## config.mk

```make
export PLATFORM = sky130hd
export DESIGN_NAME = datapath_bird
export DESIGN_NICKNAME = d
export VERILOG_FILES = /design/src/rtl/datapath_bird.sv
export SDC_FILE = /design/constraint.sdc
export NUM_CORES = 1
export LEC_CHECK = 0
export ABC_CLOCK_PERIOD_IN_PS = 5900
export CAP_MARGIN = 10
export CORE_MARGIN = 5
export CORE_UTILIZATION = 35
export DETAILED_ROUTE_END_ITERATION = 7
export GPL_TIMING_DRIVEN = 0
export SKIP_LAST_GASP = 1
export SYNTH_ARGS = -nofsm -noshare
export SYNTH_HDL_FRONTEND = slang
export SYNTH_SLANG_ARGS = --single-unit
```

## constraint.sdc

```tcl
create_clock -name clk -period 5.9 [get_ports clk]
set_input_delay 1.18 -clock clk [delete_from_list [all_inputs] [get_ports clk]]
set_output_delay 1.18 -clock clk [all_outputs]
set_load 0.005 [all_outputs]
```

## src/rtl/datapath_bird.sv

```systemverilog
// Bird datapath: frame tick, vertical motion, collision flag and optional score.
// Optional pipe scoring is built only when BIRD_SCORE_EN is defined.
module datapath_bird #(
    parameter int Y_W       = 7,
    parameter int SCREEN_H  = 120,
    parameter int BIRD_X    = 40,
    parameter int BIRD_W    = 4,
    parameter int BIRD_H    = 4,
    parameter int START_Y   = 56,
    parameter int RISE_STEP = 2,
    parameter int GRAVITY   = 1,
    parameter int VMAX      = 4,
    parameter int PIPE_W    = 8,
    parameter int GAP_H     = 30,
    parameter int FRAME_DIV = 833333
) (
    input  logic           clk,
    input  logic           resetn,
    input  logic [2:0]     state,
    input  logic [7:0]     pipe_x,
    input  logic [Y_W-1:0] gap_y,
    output logic [Y_W-1:0] bird_y,
    output logic           touched,
    output logic           frame,
    output logic [7:0]     score
);

    localparam int CNT_W = (FRAME_DIV > 1) ? $clog2(FRAME_DIV) : 1;

    localparam logic [2:0] ST_START   = 3'b010;
    localparam logic [2:0] ST_RAISING = 3'b110;
    localparam logic [2:0] ST_FALLING = 3'b011;

    localparam logic [CNT_W-1:0] CNT_LAST = CNT_W'(FRAME_DIV - 1);
    localparam logic [Y_W:0]     FLOOR_X  = (Y_W+1)'(SCREEN_H - BIRD_H);
    localparam logic [Y_W:0]     RISE_X   = (Y_W+1)'(RISE_STEP);
    localparam logic [Y_W:0]     GRAV_X   = (Y_W+1)'(GRAVITY);
    localparam logic [Y_W:0]     VMAX_X   = (Y_W+1)'(VMAX);
    localparam logic [Y_W-1:0]   START_YV = Y_W'(START_Y);
    localparam logic [8:0]       BIRD_L9  = 9'(BIRD_X);
    localparam logic [8:0]       BIRD_R9  = 9'(BIRD_X + BIRD_W - 1);
    localparam logic [8:0]       PIPE_R9  = 9'(PIPE_W - 1);
    localparam logic [8:0]       PIPE_W9  = 9'(PIPE_W);
    localparam logic [8:0]       BIRD_H9  = 9'(BIRD_H);
    localparam logic [8:0]       GAP_H9   = 9'(GAP_H);

    logic [CNT_W-1:0] frame_cnt_r;
    logic [Y_W-1:0]   vel_r;

    logic             move_s;
    logic             raise_s;
    logic [Y_W:0]     vel_sum_s;
    logic [Y_W-1:0]   vel_new_s;
    logic [Y_W:0]     down_s;
    logic [Y_W:0]     ny_s;
    logic [8:0]       ny9_s;
    logic [8:0]       px9_s;
    logic [8:0]       gap9_s;
    logic             overlap_s;
    logic             hit_s;

    // Next y, next velocity and collision for the current state and inputs
    always_comb begin
        move_s    = 1'b0;
        raise_s   = 1'b0;
        case (state)
            ST_RAISING: begin
                move_s  = 1'b1;
                raise_s = 1'b1;
            end
            ST_FALLING: begin
                move_s  = 1'b1;
                raise_s = 1'b0;
            end
            default: begin
                move_s  = 1'b0;
                raise_s = 1'b0;
            end
        endcase

        vel_sum_s = {1'b0, vel_r} + GRAV_X;
        if (vel_sum_s > VMAX_X) begin
            vel_new_s = VMAX_X[Y_W-1:0];
        end else begin
            vel_new_s = vel_sum_s[Y_W-1:0];
        end

        down_s = {1'b0, bird_y} + {1'b0, vel_new_s};
        if (raise_s) begin
            if ({1'b0, bird_y} >= RISE_X) begin
                ny_s = {1'b0, bird_y} - RISE_X;
            end else begin
                ny_s = '0;
            end
        end else if (down_s > FLOOR_X) begin
            ny_s = FLOOR_X;
        end else begin
            ny_s = down_s;
        end

        // 9-bit compares so pipe_x + PIPE_W and gap_y + GAP_H never wrap
        ny9_s     = 9'(ny_s);
        px9_s     = {1'b0, pipe_x};
        gap9_s    = 9'(gap_y);
        overlap_s = (px9_s <= BIRD_R9) && ((px9_s + PIPE_R9) >= BIRD_L9);
        hit_s     = (ny_s == '0) || (ny_s == FLOOR_X) ||
                    (overlap_s && ((ny9_s < gap9_s) || ((ny9_s + BIRD_H9) > (gap9_s + GAP_H9))));
    end

    // Free-running frame divider with a registered one-cycle tick on wrap
    always_ff @(posedge clk or negedge resetn) begin
        if (!resetn) begin
            frame_cnt_r <= '0;
            frame       <= 1'b0;
        end else if (frame_cnt_r == CNT_LAST) begin
            frame_cnt_r <= '0;
            frame       <= 1'b1;
        end else begin
            frame_cnt_r <= frame_cnt_r + 1'b1;
            frame       <= 1'b0;
        end
    end

    // Position, velocity and sticky collision flag
    always_ff @(posedge clk or negedge resetn) begin
        if (!resetn) begin
            bird_y  <= START_YV;
            vel_r   <= '0;
            touched <= 1'b0;
        end else if (state == ST_START) begin
            bird_y  <= START_YV;
            vel_r   <= '0;
            touched <= 1'b0;
        end else if (move_s && frame) begin
            bird_y  <= ny_s[Y_W-1:0];
            vel_r   <= raise_s ? '0 : vel_new_s;
            touched <= touched | hit_s;
        end else begin
            bird_y  <= bird_y;
            vel_r   <= vel_r;
            touched <= touched;
        end
    end

`ifdef BIRD_SCORE_EN
    // Count a pipe as passed when its right edge meets the bird's left edge
    always_ff @(posedge clk or negedge resetn) begin
        if (!resetn) begin
            score <= 8'd0;
        end else if (state == ST_START) begin
            score <= 8'd0;
        end else if (move_s && frame && !touched && ((px9_s + PIPE_W9) == BIRD_L9) &&
                     (score != 8'hFF)) begin
            score <= score + 8'd1;
        end else begin
            score <= score;
        end
    end
`else
    assign score = 8'd0;
`endif

endmodule
```

# [Word-level counts from Yosys, hierarchy flattened]
# Cells that the tools add are included.
[word_totals] reg_bits=36 latch_bits=0 mem_bits_rw=0 rom_bits=0 input_bits=20 output_inout_bits=17 wordCells=49 memories=0
[classes] addsub=7 mul=0 div=0 n_lt_le_gt_ge=7 eq_ne=5 shifts=0 muxes=15 bitwise=1 reduce_logical=9
[op_table] cell="2-to-1 mux 7 bit" count=6
[op_table] cell="2-to-1 mux 8 bit" count=3
[op_table] cell="adder 20 x 1 -> 20 bit (second input constant)" count=1
[op_table] cell="equality test 20 bit (second input constant)" count=1
[op_table] cell="2-to-1 mux 20 bit" count=1
[op_table] cell="adder 8 x 3 -> 9 bit (second input constant)" count=2
[op_table] cell=">= comparator 9 x 6 -> 1 bit (second input constant)" count=1
[op_table] cell="greater-than comparator 9 x 8 -> 1 bit" count=1
[op_table] cell="adder 7 x 1 -> 8 bit (second input constant)" count=1
[op_table] cell="adder 7 x 5 -> 8 bit (second input constant)" count=1
[op_table] cell="adder 7 x 7 -> 8 bit" count=1
[op_table] cell="equality test 8 x 7 -> 1 bit (second input constant)" count=1
[op_table] cell="greater-than comparator 8 x 3 -> 1 bit (second input constant)" count=1
[op_table] cell="greater-than comparator 8 x 7 -> 1 bit (second input constant)" count=1
[op_table] cell="less-or-equal comparator 8 x 6 -> 1 bit (second input constant)" count=1
[op_table] cell="logical NOT 8 bit" count=1
[op_table] cell="less-than comparator 8 x 7 -> 1 bit" count=1
[op_table] cell="subtractor 7 x 2 -> 8 bit (second input constant)" count=1
[op_table] cell=">= comparator 7 x 2 -> 1 bit (second input constant)" count=1
[op_table] cell="equality test 3 x 2 -> 1 bit (second input constant)" count=2
[op_table] cell="2-to-1 mux 1 bit" count=5
[op_table] cell="equality test 3 bit (second input constant)" count=1
[op_table] cell="logical AND 1 bit" count=3
[op_table] cell="logical OR 1 bit" count=3
[op_table] cell="other kinds (3)" count=3

# [Depth between registers and ports, before layout]
[logic_depth] depth_word=15 mapped_depth=23 ltp_nobuf=23

# [Least setup slack after synthesis]
# OpenSTA, ideal clock, no wires.
[synth_path] path_type="reg-to-reg" from="register vel_r[3]" to="register touched" setup_time_ns=0.129 arrival_ns=4.599 t_required_ns=5.771 path_slack_ns=1.172 stages_incl_launch_ff=23 path_buffers=0 period_less_slack_ns=4.728 cell_sequence="dfrtp_1 > or4_1 > a21oi_1 > nor2b_1 > ha_1 > inv_1 > fa_1 > nand2b_1 > a2111oi_4 > a311oi_2 > a2111oi_4 > a2bb2oi_2 > inv_1 > ha_1 > nand2_1 > xnor2_1 > ha_1 > a21o_1 > a21oi_1 > and3b_1 > a21oi_1 > o211ai_1 > nand3_1"
[synth_via] elab_chain_cells=15 elab_cells_between_ends=19 classes_between="add/sub (3); order compare (4); eq/ne (1); mux (5); bitwise (1); reduce/logical (5)"
[synth_lines] element="start, declared" line_no="48" source="logic [Y_W-1:0] vel_r;"
[synth_lines] element="start signal, assigned" line_no="136" source="vel_r <= raise_s ? '0 : vel_new_s;"
[synth_lines] element="start signal, assigned" line_no="140" source="vel_r <= vel_r;"
[synth_lines] element="adder 7 x 1 -> 8 bit (*)" line_no="81" source="vel_sum_s = {1'b0, vel_r} + GRAV_X;"
[synth_lines] element="greater-than comparator 8 x 3 -> 1 bit" line_no="82" source="if (vel_sum_s > VMAX_X) begin"
[synth_lines] element="2-to-1 mux 7 bit (*)" line_no="82"
[synth_lines] element="adder 7 x 7 -> 8 bit (*)" line_no="88" source="down_s = {1'b0, bird_y} + {1'b0, vel_new_s};"
[synth_lines] element="greater-than comparator 8 x 7 -> 1 bit" line_no="95" source="end else if (down_s > FLOOR_X) begin"
[synth_lines] element="2-to-1 mux 8 bit (*)" line_no="95"
[synth_lines] element="2-to-1 mux 8 bit (*)" line_no="89" source="if (raise_s) begin"
[synth_lines] element="adder 8 x 3 -> 9 bit" line_no="107" source="(overlap_s && ((ny9_s < gap9_s) || ((ny9_s + BIRD_H9) > (gap9_s + GAP_H9))));"
[synth_lines] element="greater-than comparator 9 x 8 -> 1 bit" line_no="107"
[synth_lines] element="logical OR 1 bit" line_no="107"
[synth_lines] element="logical AND 1 bit" line_no="107"
[synth_lines] element="logical OR 1 bit (*)" line_no="106" source="hit_s = (ny_s == '0) || (ny_s == FLOOR_X) ||"
[synth_lines] element="OR 1 bit (*)" line_no="137" source="touched <= touched | hit_s;"
[synth_lines] element="2-to-1 mux 1 bit (*)" line_no="134" source="end else if (move_s && frame) begin"
[synth_lines] element="2-to-1 mux 1 bit (*)" line_no="130" source="end else if (state == ST_START) begin"
[synth_lines] element="end signal, assigned" line_no="137"
[synth_lines] element="end signal, assigned" line_no="141" source="touched <= touched;"
[synth_lines] element="end, declared" line_no="23" source="output logic touched,"
# Every way passes the cells marked *; elsewhere a longest branch is shown, timed or not. The select of a mux whose other input is x is not followed.
# A chain may end at the register's enable or synchronous reset.

# [Final worst setup path]
# Ends and elaborated chain as after synthesis.

==> results.md <==
| Group | Result | This run |
| --- | --- | --- |
| layout | Net count reported at finish | 416 |
| logic synthesis | Largest area contributor in the netlist | dfrtp_1 |
| clock network | Number of setup buffers added after CTS | 0 |
| logic synthesis | Sequential-to-total area share from yosys stat | 0.317 |
| sta | Accumulated negative setup slack | 0 ps |
| clock network | Root Buffer | clkbuf_8 |
| sta | Final number of max-transition violations | 0 |
| setup path | Worst Path Class, Setup | reg2reg |
| sta | Achievable Freq | 0.186 GHz |
| placed design | HPWL reported at the end of detailed placement | 4900 um |
| clock network | Insertion delay to the later sink of the worst-skew pair | 290 ps |
| clock network | CTS tree | built |
| logic synthesis | Portion of synthesized cell area occupied by the leading cell type | 0.289 |
| grt | Combined global-route utilization of all metal layers | 0.127 |
| floorplan | Die ar. | 0.0101 mm2 |
| layout | Fraction of final layout cells sized beyond drive strength 1 | 0.0784 |
| placed design | Number of cells after detailed placement | 467 |
| setup path | CP Capture Type | register |
| logic synthesis | Cell count after synthesis | 323 |
| floorplan | Starting density of the core | 0.353 |
| flow run | Maximum Capacitance Violations | 0 |
| setup path | Worst path required time | 6070 ps |
| placed design | Count of input and output buffers | 28 |
| clock network | Count of cells resized by post-cts repair | 0 |
| sta | Shortest clock period the worst path allows after layout | 5390 ps |
| drt | Number of iterations in the first detailed-routing pass | 4 |
| floorplan | Die Width | 100 um |
| sta | Worst-case hold slack | 484 ps |
| floorplan | Core area | 0.00809 mm2 |
| layout | Summed area of non-filler cells in the final layout | 0.00341 mm2 |
| setup path | Worst-path fanout max | 6 |
| grt | Initial antenna violation count | 0 |
| layout | Diode count | 0 |
| sta | Number of endpoints with negative hold slack in the final report | 0 |
| logic synthesis | Share of synthesized registers carrying an async set or reset | 1.00 |
| placed design | Cell Area, Placed | 0.00330 mm2 |
| logic synthesis | Number of enable-type register cells in the synthesized netlist | 0 |
| clock network | Clock edge transition at the registers on the reported setup and hold paths | 70 ps |
| drt | Number of remaining DRC errors | 0 |
| drt | Drt via density | 5.00 |
| run status | Outcome | finished, final reports clean |
| grt | Grt ovf | 0 |
| power and ir drop | PnR Total Power | 0.588 mW |
| clock network | Number of buffers added to fix hold violations after cts | 0 |
| logic synthesis | Top cells by area in the synthesized netlist | dfrtp_1 29%, ha_1 11%, xnor2_1 4.9% |
| setup path | CP Data Arrival Time | 5560 ps |
| power and ir drop | Cell leakage power | 1.51 nW |
| logic synthesis | Flip-flop cell with the highest count after synthesis | dfrtp_1 |
| power and ir drop | Worst VDD drop | 0.166 mV |
| drt | Total via count after detailed routing | 2377 |
| logic synthesis | Count of distinct cell types in the synthesized netlist | 59 |
| drt | Final wirelength | 6090 um |
| grt | Number of global-route vias before repair | 2377 |
| layout | Final Instance Count excl. Fillers | 475 |
| logic synthesis | Per-instance average area after synthesis | 8.84 um2 |
| floorplan | Floorplan die height | 100 um |
| logic synthesis | Yosys warning count | 0 |
| sta | Clk_skew | 4.07 ps |
| clock network | Clk sink count | 36 |
| placed design | Routability congestion estimate from global placement | 0.815 |
| drt | Wirelength per Cell | 12.8 um |
| drt | Number of DRC markers in iteration 0 | 104 |
| layout | Area growth from synthesis to layout | 19.6% |
| sta | Relative slew slack | 0.356 |
| layout | Final-layout fill cell count | 843 |
| logic synthesis | Synthesized cell area | 0.00286 mm2 |
| sta | Final count of negative-setup-slack endpoints | 0 |
| sta | Post-route clock period utilization | 0.913 |
| clock network | H-tree level count | 2 |
| sta | RSZ-0062 raised after global routing | false |
| min path | Hold Path Class | reg2reg |
| grt | Largest net degree at the start of global routing | 37 |
| power and ir drop | Power density normalized to cell area | 172 mW/mm2 |
| drt | Antenna Nets Post-Route | 0 |
| sta | Pin slew with the least headroom to its limit | 957 ps |
| clock network | Number of buffers on the longest clock path | 2 |
| clock network | Clock buffers created by TritonCTS | 5 |
| floorplan | Row Count | 33 |
| grt | First-pass GRT wire length | 10700 um |
| setup path | Startpoint kind of the worst setup timing path | register |
| floorplan | Top-Level Pins | 37 |
| logic synthesis | Register bit total from synthesis | 36 |
cell usage in the layout, fill, tap and decap left out, drive strengths merged, types with 14 or more instances in the layout:
cell	n
ha	26
o21ai	14
clkdlybuf4s50	27
nor2	27
nand3	21
nand2	24
inv	26
xnor2	16
a21oi	19
dfrtp	33
metrics by stage:
stage,utilization,setup slack [ps]
2_1_floorplan,-,1170
3_5_place_dp,0.408,543
3_3_place_gp,0.409,585
6_report,0.422,512
4_1_cts,0.422,502
5_1_grt,0.422,79.2
cell usage after synthesis (4+ instances only):
library cell   n
nor2b_1        7
and2_1         6
xnor2_1       16
a21oi_1       18
and3_1         5
nor3b_1        4
buf_4          8
a32o_1         5
inv_1         25
nor4_1         4
dfrtp_1       33
nand3_1       21
clkbuf_1       4
nand2_1       24
nor2_1        27
xor2_1        13
ha_1          26
o211ai_1       5
a21o_1         4
o21ai_0       12
metal layers:
metal	share of wire	global-route usage
met5	0	0
met4	0.011	0.0321
met1	0.46	0.160
met3	0.037	0.0174
met2	0.49	0.228
final timing paths:
path | startpoint | endpoint | slack (ps) | cells past startpoint
max | vel_r[3]$_DFFE_PN0P_ | touched$_DFFE_PN0P_ | 510 | 22
min | vel_r[5]$_DFFE_PN0P_ | vel_r[5]$_DFFE_PN0P_ | 480 | 1
max reg2reg | vel_r[3]$_DFFE_PN0P_ | touched$_DFFE_PN0P_ | 510 | 22
min reg2reg | vel_r[5]$_DFFE_PN0P_ | vel_r[5]$_DFFE_PN0P_ | 480 | 1
max in group asynchronous | resetn | bird_y[6]$_DFFE_PN0P_ | 4450 | 1
min in group asynchronous | resetn | frame_cnt_r[5]$_DFF_PN0_ | 960 | 1
final cells by class:
class,count,area (um2),area share
plain buffers,12,75.1,0.0220
clock buffers,5,68.8,0.0202
clock inverters,3,42.5,0.0125
inverters,26,97.6,0.0286
multi-input cells,260,1820,0.533
flip-flops and latches,36,905,0.265
well taps,105,131,0.0385
repair buffers,28,275,0.0806
logic make-up (layout without fill, tap and decap cells):
logic type                 after synthesis  in the layout  synth area share
and+or+nand+nor                        123            123             0.227
AOI/OAI and AO/OA                       67             67             0.178
buffers and inverters                   38             74            0.0605
DFF                                     36             36             0.317
xor gates and xnor gates                29             29            0.0890
adders and majority gates               27             27             0.121
muxes                                    2              2           0.00701
other                                    1             12           0.00131
power breakdown:
part           switching, mW  internal (mW)
registers           0.000103          0.247
logic                 0.0692         0.0575
clock network         0.0894          0.125
total                  0.159          0.429
registers in the layout, summed over array words and instances, names as in the netlist:
| signal | cells |
|---|---|
| frame_cnt_r | 20 |
| vel_r | 7 |
| touched | 1 |
| bird_y | 7 |
| frame | 1 |
worst max-delay path, stage by stage (launching register included):
cell and delay [ps]:
dfrtp_1 380, or4_1 540, a21oi_1 210, nor2b_1 220, ha_1 240, inv_1 70
fa_1 460, nand2b_1 260, a2111oi_4 350, a311oi_2 140, a2111oi_4 400, a2bb2oi_2 330
inv_1 80, ha_1 230, nand2_1 80, xnor2_1 80, ha_1 330, a21o_1 160
a21oi_1 200, and3b_1 220, a21oi_1 50, o211ai_1 160, nand3_1 90
Power figures use the tool's default switching activity.
